[config.mk]
export PLATFORM = sky130hd
export DESIGN_NAME = datapath_seq
export DESIGN_NICKNAME = d
export VERILOG_FILES = /design/src/rtl/datapath_seq.sv
export SDC_FILE = /design/constraint.sdc
export NUM_CORES = 2
export LEC_CHECK = 0
export CAP_MARGIN = 25
export CORE_ASPECT_RATIO = 1.5
export CORE_UTILIZATION = 61
export CTS_CLUSTER_SIZE = 40
export DETAILED_ROUTE_END_ITERATION = 10
export PLACE_DENSITY_LB_ADDON = 0.05
export SLEW_MARGIN = 5
export SYNTH_ARGS = -nofsm -noshare
export SYNTH_HDL_FRONTEND = slang
export SYNTH_SLANG_ARGS = --single-unit
export TNS_END_PERCENT = 20
[constraint.sdc]
create_clock -name clk -period 23.1 [get_ports clk]
set_input_delay 4.62 -clock clk [delete_from_list [all_inputs] [get_ports clk]]
set_output_delay 4.62 -clock clk [all_outputs]
set_load 0.01 [all_outputs]
[src/rtl/datapath_seq.sv]
// Single-bus register-file datapath: memory loads and two-operand ALU ops
// sequenced by a small FSM, one bus source per cycle.
module datapath_seq #(
    parameter int WIDTH = 32,
    parameter int NREGS = 16,
    localparam int AW = $clog2(NREGS),
    localparam int SW = $clog2(WIDTH)
) (
    input  logic             clk,
    input  logic             in_clr,
    input  logic             in_start,
    input  logic             in_load,
    input  logic [3:0]       in_opcode,
    input  logic [AW-1:0]    in_ra,
    input  logic [AW-1:0]    in_rb,
    input  logic [AW-1:0]    in_rc,
    input  logic [WIDTH-1:0] in_mem_data,
    input  logic             in_mem_valid,
    output logic             out_busy,
    output logic             out_done,
    output logic             out_err,
    output logic [WIDTH-1:0] out_bus,
    output logic [WIDTH-1:0] out_hi,
    output logic [WIDTH-1:0] out_lo
);

    typedef enum logic [2:0] {
        IDLE, LD_WAIT, LD_WB, OP_A, OP_B, OP_LO, OP_HI, DONE
    } state_t;

    localparam logic [3:0] OP_ADD = 4'd0, OP_SUB = 4'd1, OP_AND = 4'd2, OP_OR = 4'd3,
                           OP_SHL = 4'd4, OP_SHR = 4'd5, OP_MUL = 4'd6, OP_NOT = 4'd7;

    state_t               state, state_nxt;
    logic [WIDTH-1:0]     regs [NREGS];
    logic [WIDTH-1:0]     y, mdr, hi, lo, bus;
    logic [2*WIDTH-1:0]   z, alu_z;
    logic                 load_q;
    logic [3:0]           op_q;
    logic [AW-1:0]        ra_q, rb_q, rc_q;
    logic                 illegal;

    assign illegal = op_q[3];

    // Z upper half is zero except for MUL; illegal opcodes produce zero.
    always_comb begin
        alu_z = '0;
        case (op_q)
            OP_ADD:  alu_z[WIDTH-1:0] = y + bus;
            OP_SUB:  alu_z[WIDTH-1:0] = y - bus;
            OP_AND:  alu_z[WIDTH-1:0] = y & bus;
            OP_OR:   alu_z[WIDTH-1:0] = y | bus;
            OP_SHL:  alu_z[WIDTH-1:0] = y << bus[SW-1:0];
            OP_SHR:  alu_z[WIDTH-1:0] = y >> bus[SW-1:0];
            OP_MUL:  alu_z = {{WIDTH{1'b0}}, y} * {{WIDTH{1'b0}}, bus};
            OP_NOT:  alu_z[WIDTH-1:0] = ~bus;
            default: alu_z = '0;
        endcase
    end

    always_comb begin
        state_nxt = state;
        bus       = '0;
        case (state)
            IDLE:    if (in_start) state_nxt = in_load ? LD_WAIT : OP_A;
            LD_WAIT: if (in_mem_valid) state_nxt = LD_WB;
            LD_WB: begin
                bus       = mdr;
                state_nxt = DONE;
            end
            OP_A: begin
                bus       = regs[ra_q];
                state_nxt = OP_B;
            end
            OP_B: begin
                bus       = regs[rb_q];
                state_nxt = OP_LO;
            end
            OP_LO: begin
                bus       = z[WIDTH-1:0];
                state_nxt = (op_q == OP_MUL) ? OP_HI : DONE;
            end
            OP_HI: begin
                bus       = z[2*WIDTH-1:WIDTH];
                state_nxt = DONE;
            end
            DONE:    state_nxt = IDLE;
            default: state_nxt = IDLE;
        endcase
    end

    always_ff @(posedge clk) begin
        if (in_clr) begin
            state  <= IDLE;
            y      <= '0;
            z      <= '0;
            mdr    <= '0;
            hi     <= '0;
            lo     <= '0;
            load_q <= 1'b0;
            op_q   <= '0;
            ra_q   <= '0;
            rb_q   <= '0;
            rc_q   <= '0;
            for (int i = 0; i < NREGS; i++) regs[i] <= '0;
        end else begin
            state <= state_nxt;
            case (state)
                IDLE: if (in_start) begin
                    load_q <= in_load;
                    op_q   <= in_opcode;
                    ra_q   <= in_ra;
                    rb_q   <= in_rb;
                    rc_q   <= in_rc;
                end
                LD_WAIT: if (in_mem_valid) mdr <= in_mem_data;
                LD_WB:   regs[rc_q] <= bus;
                OP_A:    y <= bus;
                OP_B:    z <= alu_z;
                OP_LO: if (!illegal) begin
                    regs[rc_q] <= bus;
                    lo         <= bus;
                end
                OP_HI:   hi <= bus;
                default: ;
            endcase
        end
    end

    assign out_busy = (state != IDLE);
    assign out_done = (state == DONE);
    assign out_err  = (state == DONE) && !load_q && illegal;
    assign out_bus  = bus;
    assign out_hi   = hi;
    assign out_lo   = lo;

endmodule

==> metrics.csv <==
stage;metric;value;unit
grt;Overflow after GRT;0;
sta;Fmax;79.3;MHz
power;Clock power frac;29.1;%
place;GP Congestion;1.07;
synth;Yosys top cell by area;fa_1;
synth;Post-Synthesis Cells;7543;
drt;antenna viol nets, final;0;
drt;post-DR wirelength/cell;29.7;um
power;Sw Share;37.8;%
sta;Final period util;54.6;%
finish;fill cell count;9763;
drt;Via density;6.57;
finish;Final nets;8613;
cts;H-tree levels;3;
cts;Post CTS Setup Buffer Count;0;
power;Net Sw Power;1.60;mW
worst_setup_path;Worst EP arrival;13.18;ns
hold_path;worst hold path depth;2;
drt;Vias;59147;
job;Max Cap Viol;0;
finish;area added between synthesis and finish;7.05;%
finish;fin cells;9007;
floorplan;die height;430;um
drt;Initial DRC Count;5621;
cts;Num CTS Buffers;69;
power;Pwr Density;52.9;mW/mm2
cts;clk slew on worst S/H paths;0.07;ns
sta;total negative slack;0;ns
place;placed cell area;0.0774;mm2
worst_setup_path;Critical path buffers and inverters;9;
synth;Seq/Total Area, Yosys;26.5;%
drt;Routed WL;268;mm
cts;CTS hold repair buffers;0;
finish;Post-Route Utilization;66.1;%
run_status;run status;finished clean;
synth;mapped cell area;0.0746;mm2
synth;Synth Area per Inst;9.89;um2
finish;share of layout cells above drive strength 1;9.04;%
worst_setup_path;Crit Path Category;reg -> reg;
cts;root buffer cell;clkbuf_16;
place;PortBufs;151;
grt;vias in the first global route;62121;
cts;Sink Count;732;
finish;fin area;0.0799;mm2
drt;DRT Pass-1 Iters;9;
hold_path;Hold Path Class;reg -> reg;
floorplan;Starting Density;61.8;%
synth;Synthesized Nets;8791;
cts;clock latency at the later pin of the worst-skew pair;0.67;ns
power;Int Power;2.63;mW
place;DPL Wire Length;193;mm
sta;Slew HR;23.0;%
grt;aggregate global-route resource usage;44.2;%
worst_setup_path;CP endpoint kind;flip-flop;
cts;TritonCTS clock tree;built;
sta;Hold Vio Cnt, Final;0;
sta;Slew Viols, Final;0;
sta;final hold slack;0.455;ns
power;Comb pwr share;35.0;%
synth;share of synthesized flip-flops with an asynchronous set or reset;0;%
synth;Ys Warns;0;
sta;Post-Route Skew;0.0334;ns
sta;Slew @ Worst Pin;1.12;ns
synth;Synth area leaders;fa_1, edfxtp_1, mux4_2;
worst_setup_path;Worst R2R Path Depth;32;
sta;Setup violations, final;0;
synth;Most used DFF post-synth;edfxtp_1;
worst_setup_path;slowest CP cell;dfxtp_4;
floorplan;Die Wd;288;um
power;Seq pwr share;35.9;%
floorplan;# IOs;152;
worst_setup_path;crit-path max FO;47;
grt;largest net degree at the start of global routing;106;
cts;post-cts resize count;0;
worst_setup_path;Worst Setup Start Kind;flip-flop;
power;Max VDD drop;0.0894;mV
drt;drt drc;0;
cts;deepest clock path buffer count;3;
floorplan;Core ar.;0.121;mm2
synth;share of the synthesized area in the top cell type;24.1;%
synth;Post-synth EDFFs;512;
power;Pleak;33.3;nW
grt;antenna violations before repair;13;
worst_setup_path;Crit path top cell by count;fa_1;
synth;#FFs+latches synth;732;
worst_setup_path;Worst path max stage delay;0.79;ns
worst_setup_path;Data required, critical path;23.67;ns
worst_setup_path;Top delay family on crit path;adder cells;
worst_setup_path;critical path depth;32;
floorplan;# rows;156;
sta;RSZ-0062 raised after global routing;no;
floorplan;full die area;0.124;mm2
synth;Yosys cell types;94;
grt;first-pass GRT wire length;397;mm
sta;minimum clock period;12.61;ns
place;Inst Count DP;8867;
cell usage after synthesis, drive strengths merged (220+ instances only):
cell    number
nand2      884
fa         897
edfxtp     512
inv        929
mux2i      267
clkbuf     451
nor2       742
dfxtp      220
a21oi      288
and2       242
nor2b      340
ha         298
mux4       228
layout make-up:
| cell class | count | area (um2) | share of cell area (%) |
|---|---|---|---|
| tap | 1580 | 1980 | 2.48 |
| multi-input combinational | 5267 | 49000 | 61.3 |
| antenna | 5 | 12.5 | 0.0157 |
| inverter | 934 | 3510 | 4.40 |
| timing repair buffer | 361 | 3200 | 4.01 |
| sequential | 732 | 19800 | 24.8 |
| clock inverter | 38 | 448 | 0.561 |
| clock buffer | 90 | 1950 | 2.44 |
power by group through the flow:
stage / logic [mW] / clock network, mW / registers [mW]
floorplan: 0.925 / 0 / 1.51
global placement: 1.41 / 0 / 1.54
detailed placement: 1.42 / 0 / 1.54
CTS: 1.43 / 1.23 / 1.51
global route: 1.54 / 1.28 / 1.52
finish: 1.48 / 1.23 / 1.52
cells by family (layout without fill, tap and decap cells):
family | count (synthesis) | after routing | synth area share [%]
compound gates | 966 | 966 | 8.65
fa+ha+maj | 1195 | 1195 | 29.1
flops | 732 | 732 | 26.5
other cells | 0 | 5 | 0
xor+xnor | 114 | 114 | 1.34
buf+inv | 1544 | 1423 | 8.22
mux | 531 | 531 | 11.0
simple gates | 2461 | 2461 | 15.2
metrics by stage:
stage / total power, mW / setup WS (ns)
3_5_place_dp: 2.96 / 10.73
5_1_grt: 4.34 / 10.28
3_3_place_gp: 2.95 / 10.60
4_1_cts: 4.17 / 10.65
2_1_floorplan: 2.44 / 13.03
6_report: 4.23 / 10.49
metal layers:
| layer | up-vias | routed length (um) | GRT usage (%) |
|---|---|---|---|
| li1 | 24508 | - | - |
| met1 | 29768 | 87800 | 49.0 |
| met2 | 3678 | 129000 | 72.6 |
| met3 | 1185 | 25500 | 10.6 |
| met4 | 8 | 25200 | 35.2 |
| met5 | - | 47 | 0 |
worst reg2reg max path: cells and delay by family, from the launching register on:
family | cells | cell delay, ns
flip-flops | 1 | 0.79
AND/OR/NAND/NOR | 6 | 2.14
AO/OA/AOI/OAI | 6 | 1.84
adder cells (fa/ha/maj) | 9 | 4.42
buffers and inverters | 9 | 2.40
multiplexers | 2 | 0.94
cells in the final DEF (no fill, tap or decap), types with 150 or more instances in the layout:
master           count
inv_1              919
fa_1               897
nand2_1            877
nor2_1             738
edfxtp_1           512
nor2b_1            340
ha_1               298
a21oi_1            287
mux2i_1            262
and2_1             240
mux4_2             228
dfxtp_1            207
buf_4              199
clkdlybuf4s50_1    150
sequential cells by signal, summed over array words and instances (netlist names), named ones only:
| name | flops |
|---|---|
| z | 64 |
| op_q | 4 |
| state | 3 |
| out_lo | 32 |
| y | 32 |
| regs | 512 |
| ra_q | 4 |
| out_hi | 32 |
| rb_q | 4 |
| load_q | 1 |
| rc_q | 4 |
| mdr | 32 |
worst paths after layout:
path                                start  slack [ns]   endpoint
worst max-delay path            flip-flop       10.49      z[55]
worst min-delay path              rb_q[3]        0.46  flip-flop
worst max register to register  flip-flop       10.49      z[55]
worst min register to register    rb_q[3]        0.46  flip-flop
Note: power is estimated with default switching activity, not from simulation.
